[src/rtl/traffic_light_fsm_if.sv]
// Bundle of the traffic controller's data-side signals.
// There is no valid/ready handshake here. clk_1hz and ped_req are level inputs
// that the controller samples on every clk_50mhz edge. All outputs are registered
// state, and a consumer may read them on any cycle.
interface traffic_light_fsm_if;
    logic       clk_1hz;    // toggling 1 Hz timebase, treated as data
    logic       ped_req;    // pedestrian button, level or pulse
    logic [2:0] ns_light;   // {red,yellow,green} for the NS road
    logic [2:0] ew_light;   // {red,yellow,green} for the EW road
    logic       walk;       // pedestrian walk lamp
    logic       ped_wait;   // request latched, not yet served
    logic [7:0] sec_left;   // seconds remaining in the current phase
    logic [2:0] state_dbg;  // current FSM state encoding, for checkers

    // The master side drives the timebase and the button, and observes the lamps.
    modport master (
        output clk_1hz, ped_req,
        input  ns_light, ew_light, walk, ped_wait, sec_left, state_dbg
    );

    // The slave side is the controller itself.
    modport slave (
        input  clk_1hz, ped_req,
        output ns_light, ew_light, walk, ped_wait, sec_left, state_dbg
    );
endinterface

[src/rtl/traffic_light_fsm.sv]
// Two-road intersection controller running on clk_50mhz.
// Every rising edge of the 1 Hz timebase becomes a one-cycle seconds tick.
// The controller sequences green, yellow and all-red clearance phases for the
// NS and EW roads, plus a latched pedestrian walk phase. It also publishes the
// seconds left in the current phase.
module traffic_light_fsm #(
    parameter int unsigned GREEN_S  = 10,
    parameter int unsigned YELLOW_S = 3,
    parameter int unsigned ALLRED_S = 1,
    parameter int unsigned WALK_S   = 5
) (
    input  logic                clk_50mhz,
    input  logic                rst,
    traffic_light_fsm_if.slave  bus
);

    typedef enum logic [2:0] {
        NS_G = 3'd0,
        NS_Y = 3'd1,
        AR1  = 3'd2,
        EW_G = 3'd3,
        EW_Y = 3'd4,
        AR2  = 3'd5,
        WALK = 3'd6
    } state_t;

    localparam logic [7:0] GREEN_T  = 8'(GREEN_S);
    localparam logic [7:0] YELLOW_T = 8'(YELLOW_S);
    localparam logic [7:0] ALLRED_T = 8'(ALLRED_S);
    localparam logic [7:0] WALK_T   = 8'(WALK_S);

    localparam logic [2:0] LAMP_R = 3'b100;
    localparam logic [2:0] LAMP_Y = 3'b010;
    localparam logic [2:0] LAMP_G = 3'b001;

    state_t     state;
    state_t     next_state;
    logic       clk_1hz_d;
    logic       tick;
    logic       phase_end;
    logic [7:0] sec_left;
    logic [2:0] ns_light;
    logic [2:0] ew_light;
    logic       walk;
    logic       ped_wait;

    // Phase length loaded into sec_left on entry to state s.
    function automatic logic [7:0] phase_len(input state_t s);
        case (s)
            NS_G, EW_G: phase_len = GREEN_T;
            NS_Y, EW_Y: phase_len = YELLOW_T;
            AR1, AR2:   phase_len = ALLRED_T;
            WALK:       phase_len = WALK_T;
            default:    phase_len = GREEN_T;
        endcase
    endfunction

    // Lamp pattern {ns, ew, walk} shown while in state s.
    function automatic logic [6:0] phase_lamps(input state_t s);
        case (s)
            NS_G:    phase_lamps = {LAMP_G, LAMP_R, 1'b0};
            NS_Y:    phase_lamps = {LAMP_Y, LAMP_R, 1'b0};
            AR1:     phase_lamps = {LAMP_R, LAMP_R, 1'b0};
            EW_G:    phase_lamps = {LAMP_R, LAMP_G, 1'b0};
            EW_Y:    phase_lamps = {LAMP_R, LAMP_Y, 1'b0};
            AR2:     phase_lamps = {LAMP_R, LAMP_R, 1'b0};
            WALK:    phase_lamps = {LAMP_R, LAMP_R, 1'b1};
            default: phase_lamps = {LAMP_G, LAMP_R, 1'b0};
        endcase
    endfunction

    // A rising edge of the timebase, seen in the cycle it first reads high.
    assign tick      = bus.clk_1hz & ~clk_1hz_d;
    assign phase_end = tick && (sec_left == 8'd1);

    // Phase order. The walk phase is inserted after AR2 only when a request is pending.
    always_comb begin
        next_state = state;
        case (state)
            NS_G:    next_state = NS_Y;
            NS_Y:    next_state = AR1;
            AR1:     next_state = EW_G;
            EW_G:    next_state = EW_Y;
            EW_Y:    next_state = AR2;
            AR2:     next_state = ped_wait ? WALK : NS_G;
            WALK:    next_state = NS_G;
            default: next_state = NS_G;
        endcase
    end

    // Controller state, phase timer, registered lamps and pedestrian latch.
    always_ff @(posedge clk_50mhz) begin
        if (rst) begin
            state     <= NS_G;
            sec_left  <= GREEN_T;
            ns_light  <= LAMP_G;
            ew_light  <= LAMP_R;
            walk      <= 1'b0;
            ped_wait  <= 1'b0;
            // Starting high means a timebase already high at release is not an edge.
            clk_1hz_d <= 1'b1;
        end else begin
            clk_1hz_d <= bus.clk_1hz;
            if (bus.ped_req) begin
                ped_wait <= 1'b1;
            end
            if (phase_end) begin
                state                        <= next_state;
                sec_left                     <= phase_len(next_state);
                {ns_light, ew_light, walk}   <= phase_lamps(next_state);
                // Entering WALK serves the request. A press in that same cycle is served too.
                if (next_state == WALK) begin
                    ped_wait <= 1'b0;
                end
            end else if (tick) begin
                sec_left <= sec_left - 8'd1;
            end
        end
    end

    assign bus.ns_light  = ns_light;
    assign bus.ew_light  = ew_light;
    assign bus.walk      = walk;
    assign bus.ped_wait  = ped_wait;
    assign bus.sec_left  = sec_left;
    assign bus.state_dbg = state;

endmodule
[src/flat_wrapper.sv]
// flat-port wrapper written by rule: the top's interface ports become plain ports
module traffic_light_fsm_flat 
#(
    parameter int unsigned GREEN_S  = 10,
    parameter int unsigned YELLOW_S = 3,
    parameter int unsigned ALLRED_S = 1,
    parameter int unsigned WALK_S   = 5
)
  (clk_50mhz, rst, bus_clk_1hz, bus_ped_req, bus_ns_light, bus_ew_light, bus_walk, bus_ped_wait, bus_sec_left, bus_state_dbg);
  traffic_light_fsm_if bus_i ();
  input  logic clk_50mhz;
  input  logic rst;
  input wire logic [$bits(bus_i.clk_1hz)-1:0] bus_clk_1hz;
  input wire logic [$bits(bus_i.ped_req)-1:0] bus_ped_req;
  output wire logic [$bits(bus_i.ns_light)-1:0] bus_ns_light;
  output wire logic [$bits(bus_i.ew_light)-1:0] bus_ew_light;
  output wire logic [$bits(bus_i.walk)-1:0] bus_walk;
  output wire logic [$bits(bus_i.ped_wait)-1:0] bus_ped_wait;
  output wire logic [$bits(bus_i.sec_left)-1:0] bus_sec_left;
  output wire logic [$bits(bus_i.state_dbg)-1:0] bus_state_dbg;
  assign bus_i.clk_1hz = bus_clk_1hz;
  assign bus_i.ped_req = bus_ped_req;
  assign bus_ns_light = bus_i.ns_light;
  assign bus_ew_light = bus_i.ew_light;
  assign bus_walk = bus_i.walk;
  assign bus_ped_wait = bus_i.ped_wait;
  assign bus_sec_left = bus_i.sec_left;
  assign bus_state_dbg = bus_i.state_dbg;
  traffic_light_fsm #(.GREEN_S(GREEN_S), .YELLOW_S(YELLOW_S), .ALLRED_S(ALLRED_S), .WALK_S(WALK_S)) u_core (.clk_50mhz(clk_50mhz), .rst(rst), .bus(bus_i));
endmodule
[config.mk]
export PLATFORM = sky130hd
export DESIGN_NAME = traffic_light_fsm_flat
export DESIGN_NICKNAME = d
export VERILOG_FILES = /design/src/rtl/traffic_light_fsm_if.sv /design/src/rtl/traffic_light_fsm.sv /design/src/flat_wrapper.sv
export SDC_FILE = /design/constraint.sdc
export NUM_CORES = 1
export LEC_CHECK = 0
export ABC_AREA = 1
export BUFFER_PORTS_ARGS = -buffer_cell sky130_fd_sc_hd__buf_4
export CAP_MARGIN = 20
export CORE_MARGIN = 5
export CORE_UTILIZATION = 52
export CTS_CLUSTER_SIZE = 24
export DETAILED_ROUTE_END_ITERATION = 8
export GPL_TIMING_DRIVEN = 0
export HOLD_SLACK_MARGIN = 0.1
export PLACE_DENSITY_LB_ADDON = 0.1
export SLEW_MARGIN = 0
export SYNTH_ARGS = -nofsm -noshare
export SYNTH_HDL_FRONTEND = slang
export SYNTH_SLANG_ARGS = --single-unit
[constraint.sdc]
create_clock -name clk_50mhz -period 1.43 [get_ports clk_50mhz]
set_input_delay 0.286 -clock clk_50mhz [delete_from_list [all_inputs] [get_ports clk_50mhz]]
set_output_delay 0.286 -clock clk_50mhz [all_outputs]
set_load 0.01 [all_outputs]
==> results of run 1 <==
-- kinds of logic (layout without fill, tap and decap cells) --
logic type	after synthesis	count (layout)	share of synthesized area, %
buffers and inverters	25	53	9.135
xor gates and xnor gates	1	1	0.8415
adders and majority gates	2	2	2.403
DFF	20	20	38.46
and+or+nand+nor	75	76	37.86
AOI/OAI and AO/OA	22	22	11.30
-- worst max-delay path by stage --
| stage | startpoint | end | slack (ns) |
|---|---|---|---|
| 4_1_cts | u_core.bus.sec_left[1] | u_core.bus.ew_light[2] | 0.02 |
| 5_1_grt | u_core.bus.sec_left[1] | u_core.bus.ns_light[0] | -0.03 |
| 3_5_place_dp | u_core.bus.sec_left[1] | u_core.bus.ns_light[2] | -0.05 |
| 6_report | u_core.bus.sec_left[1] | u_core.bus.ew_light[1] | 0.05 |
| 3_3_place_gp | u_core.bus.sec_left[1] | u_core.bus.ns_light[0] | 0.0004 |
| 2_1_floorplan | u_core.bus.sec_left[1] | u_core.bus.ns_light[0] | 0.06 |
-- cell type report --
cell class	count	area, um^2	share of cell area, %
inverter	24	92.59	6.643
buffer	1	3.754	0.2693
clock inverter	1	30.03	2.154
clock buffer	3	22.52	1.616
sequential	20	406.6	29.17
timing repair buffer	24	196.4	14.09
tap	27	33.78	2.424
multi-input combinational	101	608.1	43.63
-- synth_stat cells --
library cell / count / area (um^2)
nand2_1: 32 / 120.1
inv_1: 21 / 78.83
dfxtp_1: 20 / 400.4
nor2_1: 17 / 63.81
a21oi_1: 11 / 55.05
nand3_1: 10 / 50.05
o21ai_1: 5 / 25.02
nand2_2: 4 / 25.02
o21ai_0: 3 / 15.01
ha_1: 2 / 25.02
inv_2: 2 / 7.510
nand3_2: 2 / 20.02
nor2_8: 2 / 40.04
a21oi_2: 1 / 8.760
clkbuf_1: 1 / 3.750
clkinv_2: 1 / 5.000
nand2_4: 1 / 11.26
nand4_1: 1 / 6.260
nor2_2: 1 / 6.260
nor2_4: 1 / 11.26
nor3_2: 1 / 10.01
nor3_4: 1 / 16.27
nor3b_1: 1 / 7.510
o21bai_1: 1 / 7.510
o22ai_1: 1 / 6.260
or2_0: 1 / 6.260
xor2_1: 1 / 8.760
-- critical path: cells and delay by family, from the launching register on --
| family | cells | cell delay, ns |
|---|---|---|
| AO/OA/AOI/OAI | 1 | 0.04 |
| flip-flops | 1 | 0.35 |
| buffers and inverters | 3 | 0.27 |
| AND/OR/NAND/NOR | 5 | 0.50 |
| adder cells (fa/ha/maj) | 1 | 0.14 |
-- what timing repair did --
| item | CTS | global route |
|---|---|---|
| pin swaps | 3 | 5 |
| setup buffers | 3 | 0 |
| endpoints found under the setup margin | 6 | 12 |
| cloned | 1 | 0 |
| gates resized for setup | 2 | 17 |
-- registers in the layout (all words and copies together), names as in the netlist --
register              cells
u_core.clk_1hz_d          1
u_core.bus.sec_left       8
u_core.bus.ped_wait       1
u_core.bus.ns_light       3
u_core.bus.walk           1
u_core.bus.state_dbg      3
u_core.bus.ew_light       3
-- per-stage QoR --
step	std cells	utilization, %	setup slack (ns)	power [mW]	setup TNS (ns)
CTS	201	68.75	0.01882	1.149	0
floorplan	145	-	0.05652	0.6522	0
global placement	193	63.47	0.0004107	0.6803	0
global route	201	71.78	-0.02673	1.188	-0.1242
detailed placement	193	63.47	-0.04714	0.6825	-0.1045
finish	201	71.78	0.04720	1.151	0
-- placed cells by master (no fill, tap or decap), drive strengths merged, types with 2 or more instances in the layout --
cell type / n
ha: 2
nand3: 12
inv: 24
buf: 24
a21oi: 12
dfxtp: 20
nand2: 37
clkbuf: 4
nor3: 2
nor2: 22
o21ai: 8
-- power breakdown --
group          switching [mW]  leakage (nW)  internal, mW  total [mW]
logic                  0.0621         0.519        0.0425       0.105
clock network           0.183        0.0279         0.284       0.466
registers              0.0134         0.163         0.566       0.580
total                   0.259         0.710         0.892        1.15
-- routing by layer --
layer / track usage [%] / up-vias
li1: - / 516
met5: 0 / -
met4: 6.639 / 0
met2: 30.31 / 43
met1: 22.52 / 482
met3: 2.997 / 5
==> metrics, run 1 <==
layout cells sized above 1 32.76%; Worst R2R End u_core.bus.ew_light[1]; WP data required 1.65 ns; CP cell instances inv_2, ha_4, inv_2, nor2_4, nand2_4, nor2_8, nor2_4, buf_6, nand2_4, o21ai_2; RePlAce Congestion 0.8797; Leak 0.7104 nW; slew margin rel. 67.58%; CP Max Fanout 6; Ys Warns 0; H-tree levels 1; Final Cell Area 1394 um^2; Worst Setup End Kind flip-flop; clock sinks 20; clk buf depth 2; Synth Cell Area 1041 um^2; Max Clock Skew 0.004236 ns; Slew Viols, Final 0; number of vias per cell 5.204; DRT Pass-1 Iters 4; worst hold start bus_clk_1hz; CTS Hold Buffers Added 0; worst hold path class primary input to flip-flop; Seq cells post-synth 20; hold depth 3; number of global-route vias before repair 942; Reg2Reg Launch Point u_core.bus.sec_left[1]; reg2reg path depth 10; Finish-stage setup viols 0; area grow syn2layout 33.89%; HPWL Detailed 1.739 mm; Die Wd 54.74 um; ANT cells 0; Hold Path Sink u_core.clk_1hz_d; unrepaired setup endpoints after global routing yes; vias 1,046; Max Used Layer met4; Seq/Total Area, Yosys 38.46%; DIE HEIGHT 54.74 um; met2 WL 1.276 mm; clk slew on worst S/H paths 0.12 ns; Tot GR Track Use 17.93%; wl on met1 1.016 mm; Fillers 176; R2R setup slack 0.05 ns; CTS Buf Count 3; largest net degree at the start of global routing 13; Max Freq 723.2 MHz; row cnt 16; Post-Route WL 2.502 mm; Worst-Skew Late Latency 0.31 ns; hold slack 0.2026 ns; Mapped Cells 145; Core Region 1942 um^2; status finished, final reports clean; first-pass GRT wire length 3.974 mm; # DRC 0; CP Class flip-flop to flip-flop; max-cap violation count 0; root buffer cell clkbuf_4; Net count, final 181; Fin. Hold Viols 0; slowest stage delay, CP 0.35 ns; routed len/inst 12.45 um; P per Cell Area 825.5 nW/um^2; Slew @ Worst Pin 0.4863 ns; initial core utilization 53.61%; arrival time worst endpoint 1.60 ns; Buffers on Ports 21; period utilization 96.70%; First DRT Iteration DRCs 23; Synth Area per Inst 7.179 um^2; initial antenna violation count 0; IO Pins 23; Synth cell types 27; dpl cell area 1232 um^2; DR WL met3 176 um; post-synth net total 151; DIE AREA 2996 um^2; CP Launch Type flip-flop; Routed Antenna Nets 0; VDD IR max 0.0008174 V; crit path max-delay cell type dfxtp_2; fin crit period 1.383 ns; CTS tree done; grt ovf 0
Power figures use the tool's default switching activity.
==> inputs of run 2 (changes only) <==
CELL_PAD_IN_SITES_DETAIL_PLACEMENT = 0   (was unset)
CELL_PAD_IN_SITES_GLOBAL_PLACEMENT = 1   (was unset)
CORE_UTILIZATION = 39   (was 52)
CTS_BUF_LIST = sky130_fd_sc_hd__clkbuf_4 sky130_fd_sc_hd__clkbuf_8   (was unset)
==> run 2 against run 1 <==
Maximum frequency is 1.5% lower. Worst setup slack lost 0.021 ns. Clock skew increased by 0.0012 ns. Global-route usage down 3.2 points. Sequential power about the same. Routed wire length shrank 4.8%. Design area is 0.18% higher. Via count is 5.3% lower. Clock power grew 2%. Cell count increased by 2.5%. Non-clock buffer count rose by 2. Power grew 1.3%.
==> metrics, run 2 (synthesis results as in run 1) <==
status finished, final reports clean; DRT Pass-1 Iters 4; worst hold start bus_clk_1hz; Worst-Skew Late Latency 0.31 ns; Max Clock Skew 0.005426 ns; setup TNS 0 ns; reg2reg path depth 10; Routed Antenna Nets 0; Core Region 2522 um^2; Tot GR Track Use 14.69%; Post-Route WL 2.383 mm; vias 991; max FFs per register 8; unrepaired setup endpoints after global routing yes; first-pass GRT wire length 4.188 mm; DIE HEIGHT 61.67 um; ANT cells 0; dpl cell area 1236 um^2; fin cells 206; CP Launch Type flip-flop; Pwr Total 1.166 mW; root buffer cell clkbuf_4; Net count, final 183; RePlAce Congestion 0.7649; hold depth 3; area grow syn2layout 34.13%; Hold Path Sink u_core.clk_1hz_d; First DRT Iteration DRCs 52; Max Freq 712.6 MHz; Finish-stage setup viols 0; Leak 0.7105 nW; fin crit period 1.403 ns; Slew @ Worst Pin 0.4375 ns; number of global-route vias before repair 972; clock sinks 20; # DRC 0; HPWL Detailed 1.766 mm; layout cells sized above 1 34.09%; period utilization 98.13%; routed len/inst 11.57 um; CTS Hold Buffers Added 0; CP Max Fanout 5; Worst Setup End Kind flip-flop; WP data required 1.64 ns; R2R setup slack 0.03 ns; placed cells 196; IO Pins 23; grt ovf 0; initial core utilization 41.27%; DIE AREA 3803 um^2; CTS tree done; row cnt 18; Buffers on Ports 21; Slew Viols, Final 0; Worst R2R End u_core.bus.sec_left[7]; arrival time worst endpoint 1.61 ns; most common cell after layout, fill and taps aside nand2_1; most flop-heavy register u_core.bus.sec_left; H-tree levels 1; largest net degree at the start of global routing 13; max-cap violation count 0; clk slew on worst S/H paths 0.13 ns; Fin. Hold Viols 0; Reg2Reg Launch Point u_core.bus.sec_left[1]; P per Cell Area 835.0 nW/um^2; Final Cell Area 1396 um^2; VDD IR max 0.0004349 V; CP Class flip-flop to flip-flop; number of vias per cell 4.811; initial antenna violation count 0; clk buf depth 2; Die Wd 61.67 um; worst hold path class primary input to flip-flop; most frequent cells in the layout nand2_1, buf_4, inv_1; CTS Buf Count 3; slew margin rel. 70.83%
-- run 2: where the power goes --
group	switching (mW)	total [mW]	internal [mW]	leakage, nW
clock network	0.194	0.477	0.283	0.0279
registers	0.0130	0.580	0.567	0.163
logic	0.0618	0.108	0.0465	0.520
-- run 2: critical path: stages, from the launching register on --
cell and delay, ns:
dfxtp_2 0.35, inv_2 0.08, ha_4 0.13, inv_2 0.04
nor2_4 0.11, nand2_4 0.10, nor2_8 0.18, nor2_4 0.08
buf_6 0.15, nand2_2 0.05, nor2_1 0.03
-- run 2: how the worst max path moves through the flow --
stage	endpoint	startpoint	slack, ns	cells after the start
after floorplan	u_core.bus.ns_light[0]	u_core.bus.sec_left[1]	0.06	9
after global placement	u_core.bus.ew_light[2]	u_core.bus.sec_left[1]	-0.03	9
after detailed placement	u_core.bus.ew_light[2]	u_core.bus.sec_left[1]	-0.05	9
after CTS	u_core.bus.ns_light[0]	u_core.bus.sec_left[1]	0.001	10
after global routing	u_core.bus.sec_left[7]	u_core.bus.sec_left[1]	-0.04	10
final	u_core.bus.sec_left[7]	u_core.bus.sec_left[1]	0.03	10
-- run 2: metal layers --
metal  up-vias  GRT usage, %  wire length [um]
met5         -             0                 0
met4         0         7.879                56
met3         6         3.354               136
met2        30         22.12              1088
met1       438         19.37              1102
li1        517             -                 -
-- run 2: layout make-up --
| class | count | area (um^2) |
|---|---|---|
| Buffer | 1 | 3.754 |
| Tap cell | 30 | 37.54 |
| Clock buffer | 3 | 22.52 |
| Multi-Input combinational cell | 101 | 606.8 |
| Timing Repair Buffer | 26 | 198.9 |
| Inverter | 24 | 92.59 |
| Fill cell | 261 | 1126 |
| Sequential cell | 20 | 404.1 |
| Clock inverter | 1 | 30.03 |
-- run 2: repair_timing --
action                                  4_1_cts  5_1_grt
setup buffers                                 2        3
resized for setup                             3       17
endpoints found under the setup margin        8       11
pin swaps                                     3        6
cloned                                        1        0
-- run 2: through the flow --
| step | hold slack, ns | util (%) | setup slack, ns |
|---|---|---|---|
| 2_1_floorplan | 0.4022 | - | 0.05652 |
| 3_3_place_gp | 0.4502 | 49.01 | -0.03197 |
| 3_5_place_dp | 0.4518 | 49.01 | -0.05466 |
| 4_1_cts | 0.1888 | 52.33 | 0.001264 |
| 5_1_grt | 0.2004 | 55.36 | -0.03904 |
| 6_report | 0.1929 | 55.36 | 0.02670 |
